<file path="src/rtl/cp0_unit.sv">
// Coprocessor 0: SR/Cause/EPC/PRId, interrupt/exception request and eret target.
// Req is combinational from the commit-point inputs; all register state updates on clk.
module cp0_unit #(
  parameter logic [31:0] PRID_VALUE = 32'h0000_3007,
  parameter logic [5:0]  IM_RESET   = 6'b000000
) (
  input  logic        clk,
  input  logic        reset,
  input  logic [4:0]  A1,
  input  logic [4:0]  A2,
  input  logic [31:0] DIn,
  input  logic        WE,
  input  logic [31:0] VPC,
  input  logic        BDIn,
  input  logic [4:0]  ExcCodeIn,
  input  logic [5:0]  HWInt,
  input  logic        EXLClr,
  output logic [31:0] DOut,
  output logic [31:0] EPCOut,
  output logic        Req
);

  logic [5:0]  im;
  logic [5:0]  ip;
  logic        exl;
  logic        ie;
  logic        bd;
  logic [4:0]  exc_code;
  logic [31:0] epc;
  logic [31:0] sr;
  logic [31:0] cause;
  logic        int_req;
  logic        exc_req;
  logic        unused_din;

  assign unused_din = ^{DIn[31:16], DIn[9:2]};

  assign int_req = (|(HWInt & im)) & ie & ~exl;
  assign exc_req = (ExcCodeIn != 5'd0) & ~exl;
  assign Req     = int_req | exc_req;

  assign sr    = {16'b0, im, 8'b0, exl, ie};
  assign cause = {bd, 15'b0, ip, 3'b0, exc_code, 2'b0};

  always_ff @(posedge clk) begin
    if (reset) begin
      im       <= IM_RESET;
      exl      <= 1'b0;
      ie       <= 1'b0;
      bd       <= 1'b0;
      ip       <= 6'b0;
      exc_code <= 5'b0;
      epc      <= 32'b0;
    end else begin
      ip <= HWInt;
      if (Req) begin
        // Taking the exception wins over any mtc0 committing in the same cycle.
        exl      <= 1'b1;
        exc_code <= int_req ? 5'd0 : ExcCodeIn;
        bd       <= BDIn;
        epc      <= BDIn ? (VPC - 32'd4) : VPC;
      end else begin
        if (EXLClr)
          exl <= 1'b0;
        if (WE) begin
          if (A2 == 5'd12) begin
            im  <= DIn[15:10];
            exl <= DIn[1] & ~EXLClr;
            ie  <= DIn[0];
          end else if (A2 == 5'd14) begin
            epc <= DIn;
          end
        end
      end
    end
  end

  always_comb begin
    DOut = 32'b0;
    case (A1)
      5'd12:   DOut = sr;
      5'd13:   DOut = cause;
      5'd14:   DOut = epc;
      5'd15:   DOut = PRID_VALUE;
      default: DOut = 32'b0;
    endcase
  end

  // Forward an mtc0 EPC committing now so an eret right behind it sees the new value.
  assign EPCOut = (WE && !Req && A2 == 5'd14) ? DIn : epc;

endmodule

</file>
<file path="config.mk">
export PLATFORM = sky130hd
export DESIGN_NAME = cp0_unit
export DESIGN_NICKNAME = d
export VERILOG_FILES = /design/src/rtl/cp0_unit.sv
export SDC_FILE = /design/constraint.sdc
export NUM_CORES = 1
export LEC_CHECK = 0
export CAP_MARGIN = 20
export CORE_MARGIN = 3
export CORE_UTILIZATION = 45
export CTS_CLUSTER_SIZE = 28
export DETAILED_ROUTE_END_ITERATION = 16
export PLACE_DENSITY = 0.81
export SYNTH_ARGS = -nofsm -noshare
export SYNTH_HDL_FRONTEND = slang
export SYNTH_SLANG_ARGS = --single-unit
</file>
<file path="constraint.sdc">
create_clock -name clk -period 3.3 [get_ports clk]
set_input_delay 0.66 -clock clk [delete_from_list [all_inputs] [get_ports clk]]
set_output_delay 0.66 -clock clk [all_outputs]
set_load 0.005 [all_outputs]
</file>
Word level (Yosys, flattened, before mapping)
Cells that the tools add are included.
{"block": "totals", "reg_bits": 52, "input_bits": 90, "output_inout_bits": 65}
{"block": "op_classes", "add_sub_neg": 1, "n_eq_ne": 7, "mux": 12, "n_bitwise": 9, "n_reduce_logical": 9}
{"cell": "$mux W32", "n": 6}
{"cell": "$pmux W32 S4", "n": 1}
{"cell": "$sub A32 B3 Y32 const B", "n": 1}
{"cell": "$eq A5 B4 Y1 const B", "n": 6}
{"cell": "$and A6 B6 Y6", "n": 1}
{"cell": "$reduce_and A3 Y1", "n": 2}
{"cell": "$reduce_or A6 Y1", "n": 1}
{"cell": "$mux W5", "n": 1}
{"cell": "$reduce_bool A5 Y1", "n": 1}
{"cell": "$and A1 B1 Y1", "n": 4}
{"cell": "$mux W1", "n": 4}
{"cell": "$reduce_bool A2 Y1", "n": 2}
{"cell": "$not A1 Y1", "n": 3}
{"cell": "$logic_and A1 B1 Y1", "n": 2}
{"cell": "$ne A2 B2 Y1 const B", "n": 1}
{"cell": "$logic_not A1 Y1", "n": 1}
{"cell": "$or A1 B1 Y1", "n": 1}

Longest topological paths before layout
{"block": "depth", "word_depth": 9, "ltp_mapped": 8, "depth_no_buf": 6}

Worst setup path before layout
No wires, ideal clock.
{"block": "synth_path", "path_kind": "input to output", "start": "in A2[0]", "end": "out EPCOut[10]", "t_arrival_ns": 2.461, "required_time_ns": 2.640, "path_slack_ns": 0.179, "cell_stages": 7, "n_path_buf": 3, "cell_sequence": "nor4bb_1 -> clkbuf_1 -> nand3_1 -> clkbuf_1 -> nor3_1 -> buf_2 -> mux2_2"}
{"block": "synth_via", "elab_chain_len": 3}
{"item": "start, declared", "line_no": "10", "source": "input logic [4:0] A2,"}
{"item": "$eq A5 B4 Y1", "line_no": "90", "source": "assign EPCOut = (WE && !Req && A2 == 5'd14) ? DIn : epc;"}
{"item": "$logic_and A1 B1 Y1", "line_no": "90"}
{"item": "$mux W32", "line_no": "90"}
{"item": "end, declared", "line_no": "19", "source": "output logic [31:0] EPCOut,"}
No other way between the ends.

Final worst setup path
{"block": "layout_path", "start": "in HWInt[5]", "end": "out EPCOut[25]"}
{"block": "layout_via", "elab_chain_len": 9}
{"item": "start, declared", "line_no": "16", "source": "input logic [5:0] HWInt,"}
{"item": "$and A6 B6 Y6", "line_no": "38", "source": "assign int_req = (|(HWInt & im)) & ie & ~exl;"}
{"item": "$reduce_or A6 Y1", "line_no": "38"}
{"item": "$and A1 B1 Y1 (2 in series)", "line_no": "38"}
{"item": "$or A1 B1 Y1", "line_no": "40", "source": "assign Req = int_req | exc_req;"}
{"item": "$logic_not A1 Y1", "line_no": "90"}
{"item": "$logic_and A1 B1 Y1 (2 in series)", "line_no": "90"}
{"item": "$mux W32", "line_no": "90"}
No other way between the ends.

==> run summary <==
## Pwr
• **power per cell area** 277 nW/um^2
• **leakage** 2.33 nW
• **Overall Power** 1.67 mW
• **IR Drop Worst-Case VDD** 0.000164 V

## Floorplanning
• **number of I/O pins** 155
• **horizontal extent of the die** 100 um
• **core area** 8420 um^2
• **# rows** 33
• **initial core utilization** 0.475
• **Vert. Die Dim** 100 um
• **Die Area** 10100 um^2

## Timing
• **relative slew slack** 0.336
• **Setup Skew** 0.0185 ns
• **Final period util** 0.994
• **Setup TNS** 0 ns
• **count of endpoints failing hold in the final timing report** 0
• **Tightest Pin Transition** 0.995 ns
• **Max Freq** 305 MHz
• **fin crit period** 3.28 ns
• **number of failing setup endpoints in the final timing report** 0
• **final number of max-transition violations** 0

## Cells and area
• **Antenna diodes** 0
• **commonest cells after routing, fill and taps aside** sky130_fd_sc_hd__clkdlybuf4s50_1, sky130_fd_sc_hd__dfxtp_1, sky130_fd_sc_hd__a31oi_1, sky130_fd_sc_hd__buf_4, sky130_fd_sc_hd__inv_1
• **layout-stage area growth over the synthesis result** 51.3%
• **number of nets in the layout** 745
• **share of layout cells above drive strength 1** 0.186
• **leading cell type in the layout, fill and taps excluded** sky130_fd_sc_hd__clkdlybuf4s50_1

## Global routing
• **grt met3 use** 0.0493
• **wire length of the first global-routing pass** 23.5 mm
• **number of antenna violations at the first check in global routing** 0
• **via count of the first global-routing pass** 4664
• **met2 track demand over resource in global routing** 0.493
• **highest-utilization routing layer at the global route stage** met2
• **total overflow reported by the global router** 0
• **global routing usage summed across all routing layers** 0.286
• **pin count of the biggest net entering global routing** 52
• **met1 capacity usage during global routing** 0.358

## Critical path
• **required time reported for the critical path endpoint** 2.64 ns
• **maximum fanout encountered on the critical timing path** 7
• **crit-path cells** dlygate4sd2_1 > a22o_1 > o311a_1 > nor3_4 > buf_12 > buf_12 > buf_16 > mux2_4 > buf_6
• **Critical Path Sink Type** primary output
• **cell class contributing the biggest share of worst-path delay** buffers and inverters
• **highest-delay cell along the critical path** sky130_fd_sc_hd__o311a_1
• **startpoint kind of the worst setup timing path** input port
• **data arrival time at the worst-slack endpoint** 2.62 ns
• **most frequent cell on the critical path** sky130_fd_sc_hd__buf_12
• **Buf+Inv Stages, Crit Path** 5
• **Critical Path Max Stage Delay** 0.40 ns
• **Worst Path Class, Setup** in -> out

## Clock network
• **number of CTS-inserted buffers** 5
• **CTS Buffer Depth** 2
• **buffer type at the clock tree root** sky130_fd_sc_hd__clkbuf_8
• **quantity of hold-fixing buffers added after cts** 0
• **source-to-sink clock delay at the later pin of the worst-skew pair** 0.32 ns
• **clock-pin slew on the worst setup and hold paths** 0.10 ns
• **number of levels the H-tree was split into** 2
• **number of sinks driven by the clock tree** 52
• **clock tree from TritonCTS** done

## Job
• **count of max-cap constraint violations** 0

## Drt
• **total length of routed wires** 14.8 mm
• **vias per cell** 6.24
• **via count of the routed design** 4742
• **number of DRC violations after detailed routing** 0
• **DRT antenna net count** 0
• **Iteration-0 DRC Markers** 422
• **number of detailed-routing iterations run before antenna repair** 5
• **mean routed wirelength per cell** 19.4 um

## Logic synthesis
• **number of distinct library cell variants in the gate-level netlist after synthesis** 49
• **warning count from the yosys run** 0
• **dominant synthesized flop cell** sky130_fd_sc_hd__dfxtp_1
• **synthesis-stage register bit count** 52
• **EDFF count, synth** 0
• **Synth Cell Area** 4000 um^2
• **cell count after synthesis** 501
• **portion of the post-synthesis area used by sequential elements** 0.260
• **Async SR Flop Fraction** 0
• **Post-Synthesis Net Count** 592
• **average cell area after synthesis** 7.98 um^2

## Place
• **routability congestion estimate** 0.930
• **HPWL after detailed placement** 9.92 mm
• **total of buffers placed on input and output ports** 154

## Min path
• **worst hold path class** reg -> reg

## Outcome
• **outcome** complete, no violations

## synthesized netlist by cell type, drive strengths merged (2+ instances only)
master | n | share of area
clkinv | 2 | 0.0019
a211oi | 19 | 0.036
o21a | 3 | 0.0056
o41ai | 20 | 0.044
or4b | 3 | 0.0075
or2 | 5 | 0.0078
dfxtp | 52 | 0.26
o31ai | 8 | 0.015
xor2 | 2 | 0.0044
a31oi | 39 | 0.061
a22o | 3 | 0.0066
and4 | 24 | 0.053
nor2b | 11 | 0.017
clkbuf | 44 | 0.041
nand3b | 4 | 0.0075
a21oi | 20 | 0.025
mux2i | 19 | 0.048
or3 | 11 | 0.017
mux2 | 32 | 0.090
o21ai | 9 | 0.011
and2 | 18 | 0.028
nor3 | 10 | 0.014
inv | 28 | 0.026
xnor2 | 9 | 0.020
buf | 8 | 0.012
or4 | 14 | 0.026
nor4 | 13 | 0.020
nand2 | 18 | 0.017
nand3 | 11 | 0.014
nor2 | 22 | 0.021
a22oi | 5 | 0.0094
## final cells by class
class	count	area, um^2
multi-input cells	367	2730
clock inverters	2	35.0
fillers	633	2380
clock buffers	6	72.6
well taps	105	131
inverters	30	113
flip-flops and latches	52	1040
repair buffers	198	1920
## worst reg2reg max path: stages (launching register included)
cell	delay [ns]
sky130_fd_sc_hd__dfxtp_1	0.35
sky130_fd_sc_hd__a22o_1	0.24
sky130_fd_sc_hd__o311a_1	0.41
sky130_fd_sc_hd__buf_4	0.26
sky130_fd_sc_hd__nor2_2	0.15
sky130_fd_sc_hd__clkinv_1	0.13
sky130_fd_sc_hd__buf_4	0.25
sky130_fd_sc_hd__a211oi_1	0.25
## worst paths after layout
path | from | to | slack, ns | cells after the start
worst max-delay path | HWInt[5] | EPCOut[25] | 0.02 | 9
worst min register to register | exc_code[0]$_SDFFE_PP0N_ | exc_code[0]$_SDFFE_PP0N_ | 0.47 | 2
worst max register to register | im[0]$_SDFFE_PP0P_ | epc[9]$_SDFFE_PP0P_ | 1.16 | 7
worst min-delay path | exc_code[0]$_SDFFE_PP0N_ | exc_code[0]$_SDFFE_PP0N_ | 0.47 | 2
## repair_timing
item,CTS,global route
gates cloned,3,0
resized for setup,152,11
endpoints found under the setup margin,33,33
setup buffers,5,0
pin swaps,9,8
## flip-flops by register name, summed over array words and instances (netlist names)
signal and cells:
bd 1, epc 32, exc_code 5, exl 1, ie 1, im 6
ip 6
## through the flow
step                setup WS (ns)   util  hold WS, ns  cells  area (um^2)
CTS                       0.00328  0.716        0.469    760         6030
finish                     0.0201  0.718        0.470    760         6050
floorplan                   0.179      -        0.441    501         4000
global route             -0.00240  0.718        0.496    760         6050
global placement           -0.501  0.684        0.452    744         5760
detailed placement         -0.549  0.684        0.456    744         5760
## layer usage
layer / vias to the layer above / part of all wire
li1: 2215 / -
met1: 2213 / 0.40
met2: 277 / 0.49
met3: 37 / 0.084
met4: 0 / 0.026
met5: - / 0
## cell families after synthesis
| family | after synthesis | share of synthesized area |
|---|---|---|
| AOI/OAI and AO/OA | 134 | 0.231 |
| xor gates and xnor gates | 11 | 0.0241 |
| adders and majority gates | 1 | 0.00313 |
| buffers and inverters | 82 | 0.0811 |
| DFF | 52 | 0.260 |
| muxes | 51 | 0.138 |
| and+or+nand+nor | 170 | 0.263 |
## report_power, final
part	internal, mW	total [mW]	switching, mW	leakage [nW]
registers	0.675	0.715	0.0393	0.431
clock network	0.226	0.449	0.223	0.0552
logic	0.281	0.510	0.229	1.84
Power figures use the tool's default switching activity.
